File: src/rtl/sr_flag_ctrl.sv
`default_nettype none
// ============================================================================
//  Module   : sr_flag_ctrl
//  Brief    : Round-robin arbitrated set/reset flag bank. Each accepted request
//             runs IDLE -> APPLY -> DONE. SR_FLAG_TOGGLE_EN turns cmd 11 into
//             a toggle instead of an error.
//  Revision : 1.0 - initial release
// ============================================================================
module sr_flag_ctrl #(
    parameter int NREQ  = 4,
    parameter int NFLAG = 4
) (
    input  logic                          clk,
    input  logic                          rst_n,
    input  logic [NREQ-1:0]               req,
    input  logic [2*NREQ-1:0]             cmd,
    input  logic [NREQ*$clog2(NFLAG)-1:0] idx,
    output logic [NREQ-1:0]               gnt,
    output logic                          ack,
    output logic                          err,
    output logic                          busy,
    output logic [NFLAG-1:0]              flags
);

    localparam int              c_iw   = $clog2(NFLAG);
    localparam int              c_pw   = $clog2(NREQ);
    localparam logic [c_pw-1:0] c_last = c_pw'(NREQ - 1);

    localparam logic [1:0] c_idle  = 2'd0;
    localparam logic [1:0] c_apply = 2'd1;
    localparam logic [1:0] c_done  = 2'd2;

    logic [1:0]       r_state;
    logic [c_pw-1:0]  r_ptr;
    logic [c_pw-1:0]  r_win;
    logic [1:0]       r_cmd;
    logic [c_iw-1:0]  r_idx;
    logic [NREQ-1:0]  r_gnt;
    logic             r_ack;
    logic             r_err;
    logic             r_busy;
    logic [NFLAG-1:0] r_flags;

    logic [c_pw-1:0]  w_win;
    logic [c_pw-1:0]  w_cand;
    logic [1:0]       w_cmd;
    logic [c_iw-1:0]  w_idx;
    int               w_sum;

    // Scan from the farthest candidate back to ptr so the nearest requester wins.
    always_comb begin
        w_win  = r_ptr;
        w_cand = r_ptr;
        w_sum  = 0;
        for (int k = NREQ - 1; k >= 0; k--) begin
            w_sum = int'(r_ptr) + k;
            if (w_sum >= NREQ) begin
                w_sum = w_sum - NREQ;
            end
            w_cand = c_pw'(w_sum);
            if (req[w_cand]) begin
                w_win = w_cand;
            end
        end
    end

    always_comb begin
        w_cmd = 2'b00;
        w_idx = '0;
        for (int i = 0; i < NREQ; i++) begin
            if (w_win == c_pw'(i)) begin
                w_cmd = cmd[2*i +: 2];
                w_idx = idx[c_iw*i +: c_iw];
            end
        end
    end

    always_ff @(posedge clk) begin
        if (!rst_n) begin
            r_state <= c_idle;
            r_ptr   <= '0;
            r_win   <= '0;
            r_cmd   <= 2'b00;
            r_idx   <= '0;
            r_gnt   <= '0;
            r_ack   <= 1'b0;
            r_err   <= 1'b0;
            r_busy  <= 1'b0;
            r_flags <= '0;
        end else begin
            case (r_state)
                c_idle: begin
                    r_ack <= 1'b0;
                    r_err <= 1'b0;
                    if (|req) begin
                        r_state <= c_apply;
                        r_win   <= w_win;
                        r_cmd   <= w_cmd;
                        r_idx   <= w_idx;
                        r_gnt   <= NREQ'(1) << w_win;
                        r_busy  <= 1'b1;
                    end else begin
                        r_gnt  <= '0;
                        r_busy <= 1'b0;
                    end
                end
                c_apply: begin
                    case (r_cmd)
                        2'b01: r_flags[r_idx] <= 1'b0;
                        2'b10: r_flags[r_idx] <= 1'b1;
                        2'b11: begin
`ifdef SR_FLAG_TOGGLE_EN
                            r_flags[r_idx] <= ~r_flags[r_idx];
`endif
                        end
                        default: ;
                    endcase
`ifdef SR_FLAG_TOGGLE_EN
                    r_err <= 1'b0;
`else
                    r_err <= (r_cmd == 2'b11);
`endif
                    r_ack   <= 1'b1;
                    r_state <= c_done;
                end
                c_done: begin
                    r_ack   <= 1'b0;
                    r_err   <= 1'b0;
                    r_gnt   <= '0;
                    r_busy  <= 1'b0;
                    r_ptr   <= (r_win == c_last) ? '0 : r_win + 1'b1;
                    r_state <= c_idle;
                end
                default: begin
                    r_ack   <= 1'b0;
                    r_err   <= 1'b0;
                    r_gnt   <= '0;
                    r_busy  <= 1'b0;
                    r_state <= c_idle;
                end
            endcase
        end
    end

    assign gnt   = r_gnt;
    assign ack   = r_ack;
    assign err   = r_err;
    assign busy  = r_busy;
    assign flags = r_flags;

endmodule
`default_nettype wire

File: config.mk
export PLATFORM = sky130hd
export DESIGN_NAME = sr_flag_ctrl
export DESIGN_NICKNAME = d
export VERILOG_FILES = /design/src/rtl/sr_flag_ctrl.sv
export SDC_FILE = /design/constraint.sdc
export NUM_CORES = 1
export LEC_CHECK = 0
export BUFFER_PORTS_ARGS = -buffer_cell sky130_fd_sc_hd__buf_2
export CAP_MARGIN = 20
export CORE_MARGIN = 2
export CORE_UTILIZATION = 51
export CTS_CLUSTER_SIZE = 12
export DETAILED_ROUTE_END_ITERATION = 8
export GPL_TIMING_DRIVEN = 0
export PLACE_DENSITY_LB_ADDON = 0.1
export SYNTH_ARGS = -nofsm -noshare
export SYNTH_HDL_FRONTEND = slang
export SYNTH_SLANG_ARGS = --single-unit
File: constraint.sdc
create_clock -name clk -period 2.75 [get_ports clk]
set_input_delay 0.825 -clock clk [delete_from_list [all_inputs] [get_ports clk]]
set_output_delay 0.825 -clock clk [all_outputs]
set_load 0.05 [all_outputs]
==> results of run 1 <==
## routing by layer
metal  part of all wire  wire, µm  up-vias
met5                  0         0        -
met1               0.47      1210      495
met4             0.0035         9        0
met2               0.48      1240       23
met3              0.047       120        2
li1                   -         -      544
## tightest hold or removal path, stage by stage (launching register included)
cell and delay [ns]:
dfxtp_1 0.33, nand2_1 0.05, nand2_1 0.04
## cells in the mapped netlist (2+ instances only)
| cell type | instances | share of area |
|---|---|---|
| or3_1 | 2 | 0.011 |
| nand3_1 | 4 | 0.017 |
| nor3b_1 | 4 | 0.025 |
| o221ai_1 | 2 | 0.015 |
| dfxtp_1 | 21 | 0.36 |
| nor2_1 | 9 | 0.029 |
| buf_2 | 3 | 0.013 |
| nand2b_1 | 5 | 0.027 |
| nand4b_1 | 2 | 0.015 |
| nor2b_1 | 4 | 0.021 |
| a211o_1 | 2 | 0.015 |
| inv_1 | 4 | 0.013 |
| mux2i_1 | 7 | 0.059 |
| o21ai_0 | 6 | 0.025 |
| a2bb2oi_1 | 2 | 0.015 |
| nand2_1 | 14 | 0.045 |
| a21oi_1 | 3 | 0.013 |
| o31ai_1 | 2 | 0.013 |
| ha_1 | 3 | 0.032 |
## cells by family (layout without fill, tap and decap cells)
family,count (synthesis),after routing,share of synthesized area
adders and majority gates,3,3,0.0319
and+or+nand+nor,55,55,0.268
DFF,21,21,0.357
buffers and inverters,9,44,0.0361
AOI/OAI and AO/OA,33,33,0.236
muxes,8,8,0.0722
## through the flow
step | utilization | hold slack [ns] | instance area [µm²]
after global placement | 0.625 | 0.429 | 1370
after detailed placement | 0.625 | 0.438 | 1370
final | 0.637 | 0.455 | 1400
after floorplan | - | 0.449 | 1180
after global routing | 0.637 | 0.481 | 1400
after CTS | 0.637 | 0.456 | 1400
## area by class of cell
type / instances / area, µm² / area share
Buffer: 4 / 18.8 / 0.0135
Timing Repair Buffer: 31 / 155 / 0.111
Multi-Input combinational cell: 99 / 716 / 0.513
Sequential cell: 21 / 420 / 0.301
Inverter: 5 / 23.8 / 0.0170
Tap cell: 28 / 35.0 / 0.0251
Clock buffer: 4 / 26.3 / 0.0188
## final timing paths
kind / end / cells after the start / slack [ns]
worst max register to register: r_cmd[1]$_SDFFE_PN0P_ / 5 / 0.92
worst min-delay path: busy$_SDFFE_PN0N_ / 2 / 0.45
worst max-delay path: r_cmd[1]$_SDFFE_PN0P_ / 6 / 0.68
worst min register to register: busy$_SDFFE_PN0N_ / 2 / 0.45
## power groups by stage
stage / Clock [mW] / Sequential (mW) / Combinational [mW]
6_report: 0.148 / 0.346 / 0.177
5_1_grt: 0.164 / 0.348 / 0.195
4_1_cts: 0.152 / 0.346 / 0.178
3_5_place_dp: 0 / 0.353 / 0.177
3_3_place_gp: 0 / 0.352 / 0.175
2_1_floorplan: 0 / 0.374 / 0.106
## placed cells by master, fill, tap and decap left out, drive strengths merged, types with 2 or more instances in the layout
cell | netlist | final
nand2b | 5 | 5
o32ai | 2 | 2
a211oi | 2 | 2
o221ai | 2 | 2
o21ai | 6 | 6
mux2i | 7 | 7
o31ai | 2 | 2
or3 | 2 | 2
nand2 | 15 | 15
inv | 4 | 4
a211o | 2 | 2
clkbuf | 1 | 5
dfxtp | 21 | 21
a2bb2oi | 3 | 3
nand3 | 4 | 4
buf | 3 | 34
a21oi | 4 | 4
ha | 3 | 3
nor2b | 5 | 5
nor3b | 4 | 4
nor2 | 10 | 10
nor3 | 2 | 2
nand4b | 2 | 2
==> metrics, run 1 <==
status finished, final reports clean; first-pass GRT wire length 4180 µm; worst r2r src r_ptr[0]$_SDFFE_PN0N_; Fin Setup TNS 0 ns; Clk pwr share 0.221; met3 usage in global routing 0.0517; Filler cells 202; Buf/Inv on CP 1; Cells after Synth 129; vias in the first global route 938; dpl cells 188; pre-CTS setup slack 0.370 ns; # hold bufs at CTS 0; Antenna diodes 0; full die area 2710 µm²; Slew @ Worst Pin 0.751 ns; Ys Warns 0; cts repair resizes 0; Setup WS post-layout 0.685 ns; Seq pwr share 0.515; max frequency 484 MHz; # H-tree levels 1; largest net degree at the start of global routing 12; MaxCap Viol Count 0; Final Critical Period 2.07 ns; Synth Flop Type dfxtp_1; Tot GR Track Use 0.208; Startpoint Class input pin; HP Class reg2reg; Die Ht 52.1 µm; post-CTS setup buffers 0; CP required 2.95 ns; Clock Skews 0.000700 ns; vias 1064; area delta synth->final 18.4%; Root Driver clkbuf_4; row cnt 17; Max-slew headroom 0.498; pwr/cell area 481 nW/µm²; Hold Crit Start busy$_SDFFE_PN0N_; Net Sw Power 217 µW; nets 190; Peak VDD IR 444 µV; Post-synth EDFFs 0; CTS sink cnt 21; Pwr Total 672 µW; CTS tree yes; Num CTS Buffers 3; initial antenna violation count 0; Avg Inst Size Synth 9.14 µm²; worst path cell trace buf_2 > nor2b_4 > o21a_1 > nor3_4 > mux2_4 > a2bb2oi_2; max-slew violations 0; Slowest cell on crit path nor3_4; Internal 455 µW; Worst Path Max Fanout 10; fraction of registers with async set or reset after synthesis 0; met2 Track Usage GR 0.352; GR Overflow Total 0; setup repair after global routing missed its margin no; Die X 52.1 µm; Yosys reg bits 21; Non-Filler Instances 192; GR peak layer met2; Clock Latency Late Sink 0.30 ns; Comb power frac 0.264; library cells used by synthesis 49; switching share of power 0.322; post-DP HPWL 2040 µm; CP Class in2reg; core area 2190 µm²; register area share after synthesis 0.357; residual DRC count 0; CP Launch Point req[2]; fin crit share 0.751; M1 GR Usage 0.270; IO Pins 33; Max clock buf depth 2; Worst-path clk slew 0.11 ns; routed len/inst 13.4 µm; Setup Viol. Count Final 0; synthesized area 1180 µm²; vias per cell 5.54; Starting Density 0.538; RePlAce Congestion 0.834; Port Buf Inserts 31; Antenna Nets Post-Route 0; final WL 2570 µm; 1st-iter DRT viols 8; CP delay by family, top simple AND/OR/NAND/NOR gates; Setup crit end kind flop; layout cells sized above 1 0.299; CP max stage delay 0.38 ns; static leakage power 0.620 nW; syn nets 154; Hold Vio Cnt, Final 0; Crit path arrival time 2.26 ns; first-pass detailed-route iteration total 4
No activity file was read; power rests on OpenSTA's default activity.
==> inputs of run 2 (changes only) <==
--- a/config.mk
+++ b/config.mk
@@ -8,7 +8,7 @@
 export BUFFER_PORTS_ARGS = -buffer_cell sky130_fd_sc_hd__buf_2
 export CAP_MARGIN = 20
 export CORE_MARGIN = 2
-export CORE_UTILIZATION = 51
+export CORE_UTILIZATION = 46
 export CTS_CLUSTER_SIZE = 12
 export DETAILED_ROUTE_END_ITERATION = 8
 export GPL_TIMING_DRIVEN = 0
==> constraint.sdc (replaced) <==
create_clock -name clk -period 1.8 [get_ports clk]
set_input_delay 0.54 -clock clk [delete_from_list [all_inputs] [get_ports clk]]
set_output_delay 0.54 -clock clk [all_outputs]
set_load 0.05 [all_outputs]
==> run 2 against run 1 <==
Effect of this change:
- sequential share of layout area down 0.65 points
- first-iteration DRC count rose to 3.1 times the previous value
- wire length shrank 0.16%
- critical path depth did not move
- hold slack worse by 0.0045 ns
- final area rose by 2.5%
- count of clock-buffer cells in the layout is the same
- sequential power rose by 53%
- die area rose by 10%
- clock power is 53% higher
==> metrics, run 2 (synthesized netlist as in run 1, its figures left out) <==
status finished, final reports clean; 1st-iter DRT viols 25 (+17); layout cells sized above 1 0.329 (+0.0305); setup repair after global routing missed its margin yes; Slew @ Worst Pin 0.764 ns (+0.0129 ns); worst hold path stage count 2 (unchanged); dpl cells 190 (+1.1%); row cnt 18 (+1); Hold Vio Cnt, Final 0 (unchanged); core area 2450 µm² (+12%); vias per cell 5.43 (-2.1%); post-DP HPWL 2000 µm (-1.8%); RePlAce Congestion 0.864 (+3.6%); CP required 2.00 ns (-0.95 ns); Pwr Total 1.04 mW (+54%); Worst-path clk slew 0.11 ns (about the same); R2R depth 5 (unchanged); Root Driver clkbuf_4; Clock Latency Late Sink 0.31 ns (about the same); vias 1053 (-1.0%); Peak VDD IR 510 µV (+15%); routed len/inst 13.2 µm (-1.2%); pre-CTS setup slack -0.254 ns (-0.624 ns); CTS sink cnt 21 (unchanged); IO Pins 33 (unchanged); Max-slew headroom 0.490 (-0.00861); cell area after layout 1430 µm² (+2.5%); nets 190 (unchanged); Fin Setup TNS 0 ns (unchanged); max-slew violations 0 (unchanged); Worst Path Max Fanout 8 (-2); MaxCap Viol Count 0 (unchanged); HP Class reg2reg; fin crit share 0.943; area delta synth->final 21.3%; Starting Density 0.480 (-0.0579); residual DRC count 0 (unchanged); Final Critical Period 1.70 ns; Clock Skews 0.00364 ns (+0.00294 ns); Num CTS Buffers 3 (unchanged); largest net degree at the start of global routing 12 (unchanged); initial antenna violation count 0 (unchanged); GR Overflow Total 0 (unchanged); final WL 2570 µm (-0.16%); CP Class in2reg; Antenna diodes 0 (unchanged); Non-Filler Instances 194 (+1.0%); max frequency 589 MHz; first-pass GRT wire length 4130 µm (-1.3%); Port Buf Inserts 31 (unchanged); Antenna Nets Post-Route 0 (unchanged); commonest non-fill, non-tap cell in the layout buf_2; pwr/cell area 725 nW/µm² (+51%); Max clock buf depth 2 (unchanged); Setup WS post-layout 0.102 ns (-0.583 ns); Crit path arrival time 1.90 ns (-0.36 ns); dpl cell area 1380 µm² (+0.91%); vias in the first global route 893 (-4.8%); CTS tree yes; static leakage power 0.627 nW (+1.2%); full die area 2980 µm² (+10%); first-pass detailed-route iteration total 4 (unchanged); Startpoint Class input pin; most frequent cells in the layout buf_2, dfxtp_1, nand2_1; Die X 54.6 µm (+4.9%); # hold bufs at CTS 0 (unchanged); # H-tree levels 1 (unchanged); Die Ht 54.6 µm (+4.9%); Setup crit end kind flop; Tot GR Track Use 0.193 (-0.0146); Setup Viol. Count Final 0 (unchanged)
-- run 2: path summary, 6_finish.rpt --
kind / from / end / slack, ns
worst min-delay path: busy$_SDFFE_PN0N_ / busy$_SDFFE_PN0N_ / 0.45
worst min register to register: busy$_SDFFE_PN0N_ / busy$_SDFFE_PN0N_ / 0.45
worst max-delay path: req[0] / r_cmd[1]$_SDFFE_PN0P_ / 0.10
worst max register to register: r_ptr[0]$_SDFFE_PN0N_ / r_cmd[1]$_SDFFE_PN0P_ / 0.12
-- run 2: repair_timing --
action                                  in CTS  in global routing
setup buffers                                0                  0
hold endpoints to repair                     0                  0
resized for setup                            0                  7
endpoints found under the setup margin       0                  6
-- run 2: stage by stage --
| stage | util | hold slack (ns) |
|---|---|---|
| after floorplan | - | 0.449 |
| after global placement | 0.563 | 0.429 |
| after detailed placement | 0.563 | 0.438 |
| after CTS | 0.573 | 0.457 |
| after global routing | 0.583 | 0.474 |
| final | 0.583 | 0.450 |
-- run 2: worst max-delay path: stages --
cell and delay [ns]:
buf_2 0.14, nor2b_1 0.13, o21a_1 0.23, nor3_4 0.39, mux2_4 0.34, a2bb2oi_2 0.13
-- run 2: cell type report --
class | instances | area [µm²]
clock buffers | 4 | 26.3
inverters | 5 | 23.8
flip-flops and latches | 21 | 422
multi-input cells | 99 | 734
well taps | 30 | 37.5
fillers | 243 | 1020
repair buffers | 31 | 155
plain buffers | 4 | 31.3
-- run 2: per-layer routing --
metal | track usage | part of all wire | vias up
met4 | 0.0375 | 0.0066 | 0
met1 | 0.263 | 0.48 | 487
met5 | 0 | 0 | -
met3 | 0.0410 | 0.041 | 2
met2 | 0.313 | 0.48 | 19
li1 | - | - | 545
-- run 2: report_power, final --
part | internal, mW | switching (mW)
Clock | 0.0866 | 0.140
Sequential | 0.499 | 0.0307
Combinational | 0.117 | 0.164
==> inputs of run 3 (changes only) <==
--- a/config.mk
+++ b/config.mk
@@ -8,7 +8,7 @@
 export BUFFER_PORTS_ARGS = -buffer_cell sky130_fd_sc_hd__buf_2
 export CAP_MARGIN = 20
 export CORE_MARGIN = 2
-export CORE_UTILIZATION = 46
+export CORE_UTILIZATION = 51
 export CTS_CLUSTER_SIZE = 12
 export DETAILED_ROUTE_END_ITERATION = 8
 export GPL_TIMING_DRIVEN = 0
==> constraint.sdc (replaced) <==
create_clock -name clk -period 1.9 [get_ports clk]
set_input_delay 0.57 -clock clk [delete_from_list [all_inputs] [get_ports clk]]
set_output_delay 0.57 -clock clk [all_outputs]
set_load 0.05 [all_outputs]
==> run 3 against run 2 <==
Effect of this change:
- sequential share of layout area increased by 0.44 points
- cell count fell by 1.0%
- via count up 0.66%
- die area down 9.1%
- non-clock buffer count unchanged
- count of clock-buffer cells in the layout is the same
- total power decreased by 6.7%
- register-to-register slack got worse by 0.03 ns
- wire length decreased by 2.6%
- hold slack barely moved
- critical endpoint unchanged
- largest cell class unchanged
- largest power group unchanged
==> metrics, run 3 (synthesized netlist as in run 1, its figures left out) <==
CTS sink cnt 21 (unchanged); R2R Setup Slk 0.09 ns (-0.03 ns); Peak VDD IR 681 µV (+34%); max frequency 553 MHz; HP Class reg2reg; CP Class reg2reg; CP delay by family, top flip-flops; Worst-path clk slew 0.11 ns (about the same); layout cells sized above 1 0.299 (-0.0305); residual DRC count 0 (unchanged); vias in the first global route 968 (+8.4%); Antenna Nets Post-Route 0 (unchanged); Setup Viol. Count Final 0 (unchanged); Die Ht 52.1 µm (-4.7%); Tot GR Track Use 0.206 (+0.0129); Pwr Total 968 µW (-6.7%); first-pass GRT wire length 4160 µm (+0.82%); MaxCap Viol Count 0 (unchanged); Final Critical Period 1.81 ns; Starting Density 0.538 (+0.0579); Startpoint Class flop; Crit path arrival time 2.00 ns (+0.10 ns); Num CTS Buffers 3 (unchanged); status finished, final reports clean; largest net degree at the start of global routing 12 (unchanged); CP required 2.10 ns (+0.10 ns); worst hold path stage count 2 (unchanged); post-DP HPWL 2020 µm (+1.2%); RePlAce Congestion 0.829 (-4.0%); Filler cells 197 (-19%); setup repair after global routing missed its margin no; nets 190 (unchanged); Die X 52.1 µm (-4.7%); worst r2r src r_ptr[0]$_SDFFE_PN0N_; core area 2190 µm² (-11%); R2R depth 5 (unchanged); post-CTS setup buffers 0 (unchanged); # H-tree levels 1 (unchanged); Port Buf Inserts 31 (unchanged); row cnt 17 (-1); Setup crit end kind flop; FF-to-FF End r_cmd[1]$_SDFFE_PN0P_; vias 1060 (+0.66%); CP max stage delay 0.52 ns (+0.13 ns); hold path endpoint busy$_SDFFE_PN0N_; Worst Path Max Fanout 8 (unchanged); CTS tree yes; final core occ 0.641 (+0.0588); Root Driver clkbuf_4; first-pass detailed-route iteration total 4 (unchanged); area delta synth->final 19.2%; Max-slew headroom 0.542 (+0.0526); FF+latch area 420 µm² (-0.30%); worst path cell trace nor2b_4 > o21a_1 > nor3_4 > mux2_4 > a2bb2oi_2; 1st-iter DRT viols 22 (-12%); Hold Crit Start busy$_SDFFE_PN0N_; Hold Vio Cnt, Final 0 (unchanged); IO Pins 33 (unchanged); # hold bufs at CTS 0 (unchanged); multi-input logic area 716 µm² (-2.6%); full die area 2710 µm² (-9.1%); Clock Latency Late Sink 0.30 ns (about the same); GR Overflow Total 0 (unchanged); Clock Skews 0.00414 ns (+0.000502 ns); Setup WS post-layout 0.0918 ns (-0.0103 ns); Antenna diodes 0 (unchanged); pwr/cell area 689 nW/µm² (-5.0%); Slew @ Worst Pin 0.685 ns (-0.0788 ns); Max clock buf depth 2 (unchanged); final WL 2500 µm (-2.6%); commonest non-fill, non-tap cell in the layout buf_2; most frequent cells in the layout buf_2, dfxtp_1, nand2_1; routed len/inst 13.0 µm (-1.6%); pre-CTS setup slack -0.193 ns (+0.0615 ns); initial antenna violation count 0 (unchanged); vias per cell 5.52 (+1.7%); fin crit share 0.952; static leakage power 0.623 nW (-0.59%); cts repair resizes 0 (unchanged); Buf/Inv on CP 0 (-1); Fin Setup TNS 0 ns (unchanged); max-slew violations 0 (unchanged); Slowest cell on crit path dfxtp_1
run 3: cell count changes in the layout (fill, tap and decap cells not counted), sizes merged:
cell and change:
buf +1, clkbuf -1
run 3: how the worst max path moves through the flow:
stage / start / endpoint / slack (ns) / cells past startpoint
after floorplan: req[2] / r_cmd[1]$_SDFFE_PN0P_ / -0.01 / 6
after global placement: req[0] / r_cmd[1]$_SDFFE_PN0P_ / -0.16 / 6
after detailed placement: req[0] / r_cmd[1]$_SDFFE_PN0P_ / -0.19 / 6
after CTS: r_ptr[0]$_SDFFE_PN0N_ / r_cmd[1]$_SDFFE_PN0P_ / 0.07 / 5
after global routing: r_ptr[0]$_SDFFE_PN0N_ / r_cmd[1]$_SDFFE_PN0P_ / 0.02 / 5
final: r_ptr[0]$_SDFFE_PN0N_ / r_cmd[1]$_SDFFE_PN0P_ / 0.09 / 5
run 3: per-stage QoR:
| stage | area (µm²) | hold slack (ns) | instances |
|---|---|---|---|
| after floorplan | 1190 | 0.449 | 129 |
| after global placement | 1380 | 0.429 | 188 |
| after detailed placement | 1380 | 0.440 | 188 |
| after CTS | 1410 | 0.455 | 192 |
| after global routing | 1410 | 0.489 | 192 |
| final | 1410 | 0.451 | 192 |
run 3: tightest hold or removal path: stages (launching register included):
cell and delay (ns):
dfxtp_1 0.32, nand2_1 0.05, nand2_1 0.04
run 3: cell type report:
type                       count  area share
sequential                    21       0.299
timing repair buffer          31       0.110
tap                           28      0.0249
buffer                         4      0.0205
multi-input combinational     99       0.509
clock buffer                   4      0.0187
inverter                       5      0.0169
run 3: layer usage:
metal  routed length, µm  up-vias  part of all wire  GRT usage
li1                    -      541                 -          -
met1                1160      483              0.46      0.258
met2                1190       31              0.48      0.344
met3                 137        5             0.055     0.0575
met4                  20        0            0.0080     0.0570
met5                   0        -                 0          0
run 3: power breakdown:
| group | leakage, nW | total, mW | switching [mW] | internal, mW |
|---|---|---|---|---|
| clock | 0.0150 | 0.208 | 0.126 | 0.0819 |
| sequential | 0.172 | 0.502 | 0.0297 | 0.472 |
| combinational | 0.437 | 0.258 | 0.151 | 0.107 |
